[src/rtl/repairmb_lane_evaluator.sv]
// RepairMB lane evaluator: accumulates per-lane compare errors, thresholds them into the
// 2-bit functional-lane code, then runs the start/second-check handshake with a timeout.
module repairmb_lane_evaluator #(
    parameter int NUM_LANES     = 16,
    parameter int CNT_W         = 8,
    parameter int ERR_THRESHOLD = 4,
    parameter int TIMEOUT_CYC   = 1024
) (
    input  logic                 CLK,
    input  logic                 rst_n,
    input  logic                 i_start_eval,
    input  logic                 i_second_pass,
    input  logic                 i_lane_err_valid,
    input  logic [NUM_LANES-1:0] i_lane_err,
    input  logic                 i_pattern_done,
    input  logic                 i_done_check,
    input  logic                 i_abort,
    output logic [1:0]           o_Functional_Lanes,
    output logic [NUM_LANES-1:0] o_lane_pass,
    output logic                 o_start_check,
    output logic                 o_second_check,
    output logic                 o_busy,
    output logic                 o_timeout
);

    localparam int HALF  = NUM_LANES / 2;
    localparam int TMO_W = (TIMEOUT_CYC > 1) ? $clog2(TIMEOUT_CYC) : 1;
    localparam logic [TMO_W-1:0] TMO_LAST = TMO_W'(TIMEOUT_CYC - 1);
    localparam logic [CNT_W-1:0] THRESH   = CNT_W'(ERR_THRESHOLD);

    typedef enum logic [1:0] {
        IDLE  = 2'd0,
        ACCUM = 2'd1,
        EVAL  = 2'd2,
        CHECK = 2'd3
    } state_t;

    state_t             state;
    logic [CNT_W-1:0]   err_cnt [NUM_LANES];
    logic [TMO_W-1:0]   tmo_cnt;
    logic               second_r;
    logic [NUM_LANES-1:0] lane_ok;

    always_comb begin
        lane_ok = '0;
        for (int i = 0; i < NUM_LANES; i++) begin
            lane_ok[i] = (err_cnt[i] <= THRESH);
        end
    end

    assign o_busy = (state != IDLE);

    // Abort is checked ahead of the state case so it overrides every other input.
    always_ff @(posedge CLK or negedge rst_n) begin
        if (!rst_n) begin
            state              <= IDLE;
            for (int i = 0; i < NUM_LANES; i++) begin
                err_cnt[i] <= '0;
            end
            tmo_cnt            <= '0;
            second_r           <= 1'b0;
            o_Functional_Lanes <= 2'b00;
            o_lane_pass        <= '0;
            o_start_check      <= 1'b0;
            o_second_check     <= 1'b0;
            o_timeout          <= 1'b0;
        end else begin
            o_timeout <= 1'b0;
            if (i_abort) begin
                state          <= IDLE;
                o_start_check  <= 1'b0;
                o_second_check <= 1'b0;
            end else begin
                case (state)
                    IDLE: begin
                        if (i_start_eval) begin
                            for (int i = 0; i < NUM_LANES; i++) begin
                                err_cnt[i] <= '0;
                            end
                            second_r <= i_second_pass;
                            state    <= ACCUM;
                        end
                    end
                    ACCUM: begin
                        if (i_lane_err_valid) begin
                            for (int i = 0; i < NUM_LANES; i++) begin
                                if (i_lane_err[i] && (err_cnt[i] != '1)) begin
                                    err_cnt[i] <= err_cnt[i] + 1'b1;
                                end
                            end
                        end
                        if (i_pattern_done) begin
                            state <= EVAL;
                        end
                    end
                    EVAL: begin
                        o_lane_pass        <= lane_ok;
                        o_Functional_Lanes <= {&lane_ok[NUM_LANES-1:HALF], &lane_ok[HALF-1:0]};
                        o_start_check      <= 1'b1;
                        o_second_check     <= second_r;
                        tmo_cnt            <= '0;
                        state              <= CHECK;
                    end
                    CHECK: begin
                        if (i_done_check) begin
                            o_start_check  <= 1'b0;
                            o_second_check <= 1'b0;
                            state          <= IDLE;
                        end else if (tmo_cnt == TMO_LAST) begin
                            o_timeout      <= 1'b1;
                            o_start_check  <= 1'b0;
                            o_second_check <= 1'b0;
                            state          <= IDLE;
                        end else begin
                            tmo_cnt <= tmo_cnt + 1'b1;
                        end
                    end
                    default: state <= IDLE;
                endcase
            end
        end
    end

endmodule
[config.mk]
export PLATFORM = sky130hd
export DESIGN_NAME = repairmb_lane_evaluator
export DESIGN_NICKNAME = d
export VERILOG_FILES = /design/src/rtl/repairmb_lane_evaluator.sv
export SDC_FILE = /design/constraint.sdc
export NUM_CORES = 1
export LEC_CHECK = 0
export CORE_MARGIN = 4
export CORE_UTILIZATION = 63
export CTS_BUF_LIST = sky130_fd_sc_hd__clkbuf_4 sky130_fd_sc_hd__clkbuf_8
export DETAILED_ROUTE_END_ITERATION = 8
export PLACE_DENSITY = 0.79
export SETUP_SLACK_MARGIN = 0.4
export SKIP_LAST_GASP = 1
export SYNTH_ARGS = -nofsm -noshare
export SYNTH_HDL_FRONTEND = slang
export SYNTH_SLANG_ARGS = --single-unit
export TNS_END_PERCENT = 50
[constraint.sdc]
create_clock -name CLK -period 2.7 [get_ports CLK]
set_input_delay 0.27 -clock CLK [delete_from_list [all_inputs] [get_ports CLK]]
set_output_delay 0.27 -clock CLK [all_outputs]
set_load 0.05 [all_outputs]
# Word-level counts from Yosys, hierarchy flattened
# Index checks and enable logic that the tools add are counted.
op_classes:
  addsub: 17
  n_lt_le_gt_ge: 16
  n_eq_ne: 43
  mux: 38
  n_bitwise: 1
  reduce_logical: 44
ops:
  columns: ["cell", "count"]
  rows:
  - ["two-way mux 128 bit", 2]
  - ["case mux 128 bit (2 select lines)", 1]
  - ["adder 8 x 1 -> 8 bit, second input constant", 16]
  - ["<= comparator 8 x 3 -> 1 bit, second input constant", 16]
  - ["two-way mux 8 bit", 16]
  - ["!= test 8 bit, second input constant", 16]
  - ["AND reduction 5 bit", 16]
  - ["!= test 2 bit, second input constant", 20]
  - ["two-way mux 10 bit", 2]
  - ["case mux 10 bit (2 select lines)", 1]
  - ["logical AND 1 bit", 16]
  - ["AND reduction 8 bit", 2]
  - ["adder 10 x 1 -> 10 bit, second input constant", 1]
  - ["equality test 10 bit, second input constant", 1]
  - ["two-way mux 2 bit", 5]
  - ["two-way mux 1 bit", 8]
  - ["case mux 2 bit (4 select lines)", 1]
  - ["!= test 3 bit, second input constant", 2]
  - ["AND reduction 3 bit", 2]
  - ["nonzero test 2 bit", 3]
  - ["equality test 2 bit, second input constant", 2]
  - ["!= test 4 bit, second input constant", 1]
  - ["case mux 1 bit (2 select lines)", 2]
  - ["AND reduction 2 bit", 2]
  - ["other kinds (5)", 5]
word_totals:
  regBits: 162
  inputBits: 24

# Depth between registers and ports, before layout
# Gate-level depths: netlist of the first run.
logic_depth:
  word_depth: 5
  ltp_mapped: 9
  mapped_depth_nobuf: 6

# Least setup slack after synthesis of the first run
# Ideal clock, no wire load.
synth_path:
  path_type: "register -> register"
  from: "register state[0]"
  to: "register err_cnt[96] (netlist bit)"
  setup_time_ns: 0.125
  arrival_ns: 2.022
  required_ns: 2.575
  path_slack_ns: 0.553
  stages_incl_launch_ff: 7
  path_buffers: 0
  synth_period_minus_slack_ns: 2.147
  cell_sequence: "dfrtp_1 -> inv_1 -> ha_1 -> inv_1 -> nor4_1 -> a31oi_1 -> mux2_2"
synth_between:
  elab_chain_cells: 3
  word_cells_on_any_way: 8
  classes_between: "4 x eq/ne; 1 x mux; 3 x reduce/logical"
synth_rtl:
  columns: ["element", "line_no", "text"]
  rows:
  - ["start, declared", "38", "state_t state;"]
  - ["start signal, assigned", "56", "state <= IDLE;"]
  - ["start signal, assigned", "70", "state <= IDLE;"]
  - ["start signal, assigned", "81", "state <= ACCUM;"]
  - ["equality test 2 x 1 -> 1 bit / zero test 2 bit (equally long branches)", "74", "case (state)"]
  - ["!= test 2 bit (no line) / nonzero test 2 bit (equally long branches)", null, null]
  - ["AND reduction 5 bit (no line)", null, null]
  - ["end signal, assigned by index", "88", "err_cnt[i] <= err_cnt[i] + 1'b1;"]
  - ["end, declared", "39", "logic [CNT_W-1:0] err_cnt [NUM_LANES];"]
# Parallel ways exist; a longest one is shown, timed or not.
# A chain may end at the register's enable or synchronous reset.

# Worst setup path in the final report of the first run
layout_path:
  from: "register state[0]"
  to: "register err_cnt[85] (netlist bit)"
# Same word-level chain as after synthesis.

==> results.yml, run 1 <==
outcome:
  status: "finished clean"
clocking:
  cts.sink_count: 162
  numCtsBuffers: 17
  clkTransAtPathRegs_ns: 0.09
  clock-root-buffer: "clkbuf_8"
  cts.path.max_buffers: 2
  insertion_delay_ns: 0.48
  cts.htree.levels: 4
  cts_tree: "done"
timing:
  finalSetupViolCount: 0
  max_slew_margin: 0.468
  fmax_mhz: 446
  min_period_ns: 2.24
  layout_worst_path_cycle_share: 0.831
  hold_viol: 0
  drv_slew: 0
  holdWs_ns: 0.268
  skew_ns: 0.0143
  rsz0062_at_grt: "true"
  worstMarginPinSlew_ns: 0.798
  setup_tns_ns: 0
setup_path:
  cp_max_fo: 14
  critPathArrivalTime_ns: 2.63
  end_kind: "register"
  critPathRequiredTime_ns: 3.08
  worstSetupPathType: "register to register"
  cp-start-kind: "register"
hold_path:
  holdCritPathClass: "primary input to asynchronous set/reset pin"
global_route:
  use_met2: 0.414
  gr-usage-met1: 0.390
  grt_max_degree: 82
  gr-usage-met3: 0.0559
  top_usage_layer: "met2"
  grt_pass1_vias: 8108
  grt_pass1_wl_um: 39900
  antenna_found_initial: 0
  gr-total-overflow: 0
  grt_usage: 0.271
place:
  io_buffers: 45
  dp_hpwl_um: 16000
  gp_congestion: 0.866
  dp_cells: 1343
power:
  power.share.clock: 0.210
  combPwrFrac: 0.418
  power_mw: 9.72
  power_density_mw_per_mm2: 871
  leakage_nw: 4.53
  p_sw_mw: 4.19
  swShare: 0.431
  power.internal_mw: 5.53
  seqPwrFrac: 0.372
  ir_drop_mv: 0.640
synth:
  synth_top_area_share: 0.409
  yosys_warnings: 0
  synth-main-ff-cell: "dfrtp_1"
  synth_area_mm2: 0.00991
  yosysTopAreaCell: "dfrtp_1"
  async_reset_ff_frac: 1.00
  synth_cell_type_count: 57
  synthCells: 1128
  ys_ff_latch: 162
  seq_area_frac_synth: 0.409
  synth_edf_count: 0
  synth_nets: 1189
  synth.avg_cell_area_um2: 8.79
  synth_area_leaders: "dfrtp_1, nand3_1, ha_1"
finish:
  nets: 1219
  area_growth_pct: 12.6
  layout-drive-gt1-share: 0.0854
  instances_no_fill: 1382
  final_cell_mix: "dfrtp_1, nand2_1, nand3_1"
  n_antenna_cell: 0
  final_common_cell: "dfrtp_1"
route:
  ant_nets: 0
  wl_per_cell_um: 17.8
  vias: 9135
  drtIter0Drc: 1000
  drc: 0
  dr.pass1.iters: 6
  totalWireLength_um: 24600
  vias_per_cell: 6.61
die:
  core_mm2: 0.0153
  rows: 45
  start_util: 0.647
  die_h_um: 133
  ioPinCount: 46
  die_w_um: 133
  die-area_mm2: 0.0178
flow_run:
  maxCapViolations: 0
-- power by group through the flow --
| stage | clock (mW) | sequential (mW) | combinational, mW |
|---|---|---|---|
| 6_report | 2.04 | 3.61 | 4.06 |
| 5_1_grt | 2.18 | 3.71 | 4.41 |
| 4_1_cts | 2.07 | 3.59 | 3.96 |
| 3_5_place_dp | 0 | 3.63 | 3.91 |
| 3_3_place_gp | 0 | 3.61 | 3.81 |
| 2_1_floorplan | 0 | 3.91 | 2.30 |
-- logic make-up after synthesis --
group                      count (synthesis)  share of synthesized area
buffers and inverters                    128                     0.0505
DFF                                      162                      0.409
AOI/OAI and AO/OA                        298                      0.211
and+or+nand+nor                          474                      0.251
adders and majority gates                 37                     0.0467
muxes                                     29                     0.0316
-- worst max-delay path, cell delays in order, from the launching register on --
cell and delay, ns:
dfrtp_2 0.43, inv_1 0.08, ha_2 0.22, nor2b_1 0.18, buf_4 0.20, nor3_4 0.29, buf_6 0.23, buf_4 0.20
a41oi_1 0.12, nor3_1 0.20
-- final timing paths --
check                               startpoint              to  slack, ns  cells past startpoint
worst min-delay path                     rst_n     err_cnt[13]       0.27                      2
min in group CLK                 i_second_pass        second_r       0.40                      2
max in group asynchronous                rst_n    err_cnt[104]       1.70                      3
worst max register to register        state[0]     err_cnt[85]       0.46                      9
worst min register to register  o_lane_pass[1]  o_lane_pass[1]       0.48                      2
worst max-delay path                  state[0]     err_cnt[85]       0.46                      9
-- cells in the mapped netlist, types with 14 or more instances --
library cell / number
nand2_1: 120
and3_1: 30
ha_1: 37
o31ai_1: 20
nor4_1: 18
inv_1: 63
a2bb2oi_1: 14
buf_2: 15
a31oi_1: 20
a21oi_1: 64
a41oi_1: 16
nand4_1: 39
nor2b_1: 14
o21ai_0: 36
or4_1: 19
nand3_1: 96
nor2_1: 46
clkbuf_1: 44
mux2_2: 18
dfrtp_1: 162
and4_1: 15
o211ai_1: 26
nor3_1: 41
-- stage by stage --
step,util,setup WS (ns),cell area (um^2)
2_1_floorplan,-,0.553,9910
3_3_place_gp,0.694,0.428,10600
3_5_place_dp,0.694,0.311,10600
4_1_cts,0.725,0.342,11100
5_1_grt,0.729,0.336,11200
6_report,0.729,0.457,11200
-- area by class of cell --
cell class                 count  area [um^2]
clock buffer                  18          241
clock inverter                14          211
fill                        1200         4150
inverter                      63          236
multi-input combinational    839         5400
sequential                   162         4060
tap                          211          264
timing repair buffer          75          754
-- sequential cells by signal (all words and copies together), names as in the netlist --
signal,flops
err_cnt,128
o_Functional_Lanes,2
o_second_check,1
o_lane_pass,16
o_start_check,1
state,2
tmo_cnt,10
second_r,1
o_timeout,1
-- metal layers --
layer / up-vias / wire length, um
met4: 0 / 461
li1: 4354 / -
met3: 49 / 1600
met2: 332 / 11300
met1: 4400 / 11300
met5: - / 0
-- repair_timing --
item,4_1_cts,5_1_grt
endpoints found under the setup margin,12,89
endpoints found under the hold margin,35,0
setup buffers,0,3
hold buffers,1,0
cloned,1,2
pin swaps,0,2
resized for setup,3,5
(Power assumes the default switching activity.)
==> inputs of run 2 (changes only) <==
Settings changed: CORE_UTILIZATION 63 to 57, PLACE_DENSITY 0.79 to 0.75.
Clock period 2.7 ns to 1.9 ns, I/O delays scaled along.
==> run 2 against run 1 <==
Against the previous run:
- the flow now finishes with violations (setup timing)
- sequential power increased by 40%
- register-to-register slack got worse by 0.67 ns
- non-clock buffer count increased by 130
- combinational power increased by 120%
- core utilization increased by 4.8 points
- cell area increased by 17%
- cell count increased by 9.8%
- first-iteration DRC count decreased by 19%
- die area increased by 9.9%
- flip-flop and latch count unchanged
- largest cell class unchanged
- largest power group unchanged
==> results.yml, run 2 (same netlist as run 1, synthesis figures left out) <==
power:
  power.internal_mw: 9.22
  power.share.clock: 0.139
  combPwrFrac: 0.548
  p_sw_mw: 6.91
  power_density_mw_per_mm2: 1230
  ir_drop_mv: 1.10
  swShare: 0.428
  leakage_nw: 5.42
  seqPwrFrac: 0.313
setup_path:
  critPathArrivalTime_ns: 2.50
  worstSetupPathType: "register to register"
  cp_max_fo: 6
  cp-start-kind: "register"
  critPathRequiredTime_ns: 2.29
  r2r_cells: 8
  end_kind: "register"
  reg2reg_from: "state[0]"
  r2r_end: "err_cnt[108]"
  r2r_slack_ns: -0.21
die:
  rows: 47
  die_h_um: 140
  die-area_mm2: 0.0196
  die_w_um: 140
  core_mm2: 0.0168
  start_util: 0.589
  ioPinCount: 46
finish:
  n_antenna_cell: 0
  fillers: 1124
  reg_top3: "err_cnt: 128 flops, o_lane_pass: 16 flops, tmo_cnt: 10 flops"
  stdcell_area_mm2: 0.0131
  instances_no_fill: 1517
  nets: 1348
  area_growth_pct: 31.8
  final_cell_mix: "dfrtp_1, nand2_1, buf_4"
  regMostFlops: "err_cnt"
  layout-drive-gt1-share: 0.244
  multi_input_area_mm2: 0.00599
  final-seq-area_mm2: 0.00406
  final_common_cell: "dfrtp_1"
  largest_reg_flops: 128
outcome:
  violations: "setup timing"
  status: "finished, violations left"
route:
  vias: 9890
  wl_per_cell_um: 18.8
  totalWireLength_um: 28500
  drtIter0Drc: 812
  dr.pass1.iters: 5
  vias_per_cell: 6.52
  ant_nets: 0
  drc: 0
timing:
  layout_worst_path_cycle_share: 1.11
  hold_viol: 0
  skew_ns: 0.0137
  drv_slew: 0
  min_period_ns: 2.11
  max_slew_margin: 0.599
  fin_ws_ns: -0.210
  rsz0062_at_grt: "true"
  worstMarginPinSlew_ns: 0.595
  finalSetupViolCount: 105
  fmax_mhz: 474
place:
  dpl_cell_area_mm2: 0.0114
  gp_congestion: 0.873
  dp_cells: 1436
  dp_hpwl_um: 17600
  io_buffers: 45
clocking:
  cts.htree.levels: 4
  clkTransAtPathRegs_ns: 0.08
  clock-root-buffer: "clkbuf_8"
  numCtsBuffers: 17
  cts.path.max_buffers: 2
  cts_tree: "done"
  cts.sink_count: 162
  insertion_delay_ns: 0.47
global_route:
  grt_pass1_wl_um: 44800
  antenna_found_initial: 1
  grt_pass1_vias: 9210
  grt_max_degree: 83
  grt_usage: 0.274
  gr-total-overflow: 0
flow_run:
  maxCapViolations: 0
hold_path:
  holdCritPathClass: "primary input to asynchronous set/reset pin"
==> run 2: changes by cell type in the layout (fill, tap and decap cells not counted), sizes merged <==
| cell | previous run | this run |
|---|---|---|
| clkinv | 6 | 5 |
| clkbuf | 19 | 26 |
| buf | 29 | 158 |
| or3 | 7 | 6 |
| clkdlybuf4s50 | 43 | 42 |
| inv | 64 | 62 |
| bufinv | 5 | 0 |
| dlygate4sd2 | 1 | 0 |
| clkdlybuf4s15 | 0 | 1 |
==> run 2: final cells by class <==
cell class,instances,share of cell area
Clock inverter,6,0.00278
Sequential cell,162,0.310
Tap cell,220,0.0211
Inverter,63,0.0188
Multi-Input combinational cell,838,0.459
Clock buffer,23,0.0218
Timing Repair Buffer,205,0.166
==> run 2: power groups by stage <==
stage	Clock, mW	Combinational, mW	Sequential, mW
4_1_cts	2.26	8.01	5.01
6_report	2.24	8.84	5.04
3_3_place_gp	0	6.54	5.01
5_1_grt	2.43	9.38	5.18
2_1_floorplan	0	3.46	5.56
3_5_place_dp	0	6.68	5.06
==> run 2: worst max-delay path, stage by stage, from the launching register on <==
cell	delay, ns
dfrtp_2	0.45
ha_4	0.19
mux2i_4	0.19
or3_4	0.37
buf_12	0.15
buf_12	0.14
buf_4	0.16
nor3_2	0.17
a2bb2oi_1	0.19
==> run 2: how the worst max path moves through the flow <==
stage                            end      from  cells after the start
2_1_floorplan           err_cnt[101]  state[1]                      7
3_3_place_gp   o_Functional_Lanes[0]   i_abort                      6
3_5_place_dp   o_Functional_Lanes[0]   i_abort                      6
4_1_cts                  err_cnt[42]  state[0]                      8
5_1_grt                 err_cnt[108]  state[1]                      9
6_report                err_cnt[108]  state[0]                      8
==> run 2: repair_timing <==
| action | 4_1_cts | 5_1_grt |
|---|---|---|
| setup buffers | 34 | 8 |
| setup endpoints to repair | 183 | 183 |
| gates cloned | 5 | 4 |
| gates resized for setup | 100 | 82 |
| hold endpoints to repair | 39 | 0 |
| pin swaps | 30 | 26 |
| hold buffers | 1 | 0 |
==> run 2: per-stage QoR <==
stage          TNS [ns]  setup slack (ns)  power, mW  hold WS (ns)   util
2_1_floorplan   -0.0488          -0.00829       9.02        -0.106      -
3_3_place_gp      -4.84            -0.158       11.6         0.143  0.679
3_5_place_dp      -6.97            -0.232       11.7         0.140  0.679
4_1_cts           -5.84            -0.145       15.3         0.205  0.748
5_1_grt          -13.91            -0.267       17.0         0.213  0.777
6_report          -7.65            -0.210       16.1         0.198  0.777
==> run 2: per-layer routing <==
| metal | track usage | up-vias | wire, um |
|---|---|---|---|
| met4 | 0.106 | 0 | 809 |
| li1 | - | 4615 | - |
| met2 | 0.437 | 393 | 13800 |
| met1 | 0.373 | 4820 | 12100 |
| met3 | 0.0525 | 62 | 1770 |
| met5 | 0 | - | 0 |
==> inputs of run 3 (changes only) <==
Settings changed: CAP_MARGIN set to 15, TNS_END_PERCENT 50 to not set.
==> run 3 against run 2 <==
Against the previous run:
- the flow still finishes with violations (setup timing)
- setup slack better by 0.069 ns
- register-to-register slack better by 0.07 ns
- maximum frequency up 3.4%
- global-route usage up 1.7 points
- worst hold slack better by 0.037 ns
- highest routed layer unchanged
==> results.yml, run 3 (same netlist as run 1, synthesis figures left out) <==
place:
  dpl_cell_area_mm2: 0.0114
  io_buffers: 45
  dp_hpwl_um: 17500
  gp_congestion: 0.872
finish:
  stdcell_area_mm2: 0.0140
  regMostFlops: "err_cnt"
  layout-drive-gt1-share: 0.313
  largest_reg_flops: 128
  n_antenna_cell: 0
  nets: 1355
  area_growth_pct: 41.6
  reg_top3: "err_cnt: 128 flops, o_lane_pass: 16 flops, tmo_cnt: 10 flops"
  final_common_cell: "dfrtp_1"
  final_cell_mix: "dfrtp_1, nand2_1, buf_4"
  fillers: 934
global_route:
  gr-total-overflow: 0
  antenna_found_initial: 0
  grt_usage: 0.292
  grt_pass1_wl_um: 47700
  grt_pass1_vias: 9543
  grt_max_degree: 67
die:
  die-area_mm2: 0.0196
  rows: 47
  core_mm2: 0.0168
  start_util: 0.589
  die_h_um: 140
  ioPinCount: 46
  die_w_um: 140
flow_run:
  maxCapViolations: 0
hold_path:
  holdCritPathClass: "primary input to asynchronous set/reset pin"
setup_path:
  crit_family: "simple AND/OR/NAND/NOR gates"
  path_cells: "inv_2 > ha_4 > nor2b_4 > or3_4 > buf_12 > or4_1 > nand3_1"
  cp-start-kind: "register"
  critPathRequiredTime_ns: 2.30
  max_stage_delay_ns: 0.48
  end_kind: "register"
  cp_max_fo: 16
  cp_slowest_cell: "or4_1"
  worstPathBufferInverterCount: 2
  critPathArrivalTime_ns: 2.44
  worstSetupPathType: "register to register"
power:
  seqPwrFrac: 0.291
  leakage_nw: 5.84
  ir_drop_mv: 1.10
  power_density_mw_per_mm2: 1260
  power.internal_mw: 10.2
  combPwrFrac: 0.552
  power_mw: 17.7
  power.share.clock: 0.157
  swShare: 0.424
  p_sw_mw: 7.50
route:
  drtIter0Drc: 1058
  wl_per_cell_um: 20.9
  vias_per_cell: 6.82
  drc: 0
  vias: 10400
  totalWireLength_um: 31800
  ant_nets: 0
  dr.pass1.iters: 6
timing:
  skew_ns: 0.0129
  layout_worst_path_cycle_share: 1.07
  finalSetupViolCount: 87
  worstMarginPinSlew_ns: 0.761
  max_slew_margin: 0.489
  rsz0062_at_grt: "true"
  min_period_ns: 2.04
  fmax_mhz: 490
  drv_slew: 0
  setup_tns_ns: -4.73
  hold_viol: 0
  fin_ws_ns: -0.141
  holdWs_ns: 0.235
clocking:
  insertion_delay_ns: 0.47
  cts.sink_count: 162
  cts.path.max_buffers: 2
  cts_tree: "done"
  numCtsBuffers: 17
  cts.htree.levels: 4
  clkTransAtPathRegs_ns: 0.09
  clock-root-buffer: "clkbuf_8"
outcome:
  violations: "setup timing"
  status: "finished, violations left"
run 3: worst paths after layout:
path	slack, ns	cells past startpoint	end	start
worst max register to register	-0.14	7	err_cnt[75]	state[0]
worst max-delay path	-0.14	7	err_cnt[75]	state[0]
worst min-delay path	0.23	2	err_cnt[34]	rst_n
worst min register to register	0.49	2	o_Functional_Lanes[1]	o_Functional_Lanes[1]
min in group CLK	0.36	2	second_r	i_second_pass
max in group asynchronous	1.00	3	err_cnt[110]	rst_n
run 3: per-stage QoR:
step	setup WS, ns	utilization	cells
after floorplan	-0.00829	-	1128
after detailed placement	-0.360	0.676	1424
after global placement	-0.316	0.676	1424
after global routing	-0.191	0.834	1525
after CTS	-0.116	0.770	1500
final	-0.141	0.834	1525
run 3: power groups by stage:
stage | Combinational [mW] | Clock, mW | Sequential [mW]
floorplan | 3.52 | 0 | 5.57
global placement | 6.44 | 0 | 5.05
detailed placement | 6.60 | 0 | 5.09
CTS | 8.25 | 2.78 | 5.04
global route | 10.3 | 2.96 | 5.27
finish | 9.75 | 2.78 | 5.14
run 3: worst reg2reg max path, stage by stage (launching register included):
cell     delay, ns
dfrtp_1       0.42
inv_2         0.08
ha_4          0.18
nor2b_4       0.14
or3_4         0.41
buf_12        0.17
or4_1         0.48
nand3_1       0.10
run 3: timing repair:
item	CTS	global route
hold buffers	1	0
gates resized for setup	158	162
endpoints found under the hold margin	45	0
endpoints found under the setup margin	182	177
buffers inserted	37	18
pin swaps	46	50
gates cloned	8	7
run 3: cell type report:
class	instances	area, um^2	area share
inverters	63	239	0.0170
clock buffers	25	319	0.0227
well taps	220	275	0.0196
multi-input cells	838	6610	0.471
repair buffers	212	2430	0.173
flip-flops and latches	162	4060	0.289
clock inverters	5	100	0.00713
run 3: layer usage:
layer	part of all wire	global-route usage	vias up	routed length, um
met5	0	0	-	0
met4	0.033	0.0933	0	1060
met3	0.074	0.0484	109	2360
met2	0.49	0.477	512	15500
met1	0.40	0.398	5139	12900
li1	-	-	4636	-
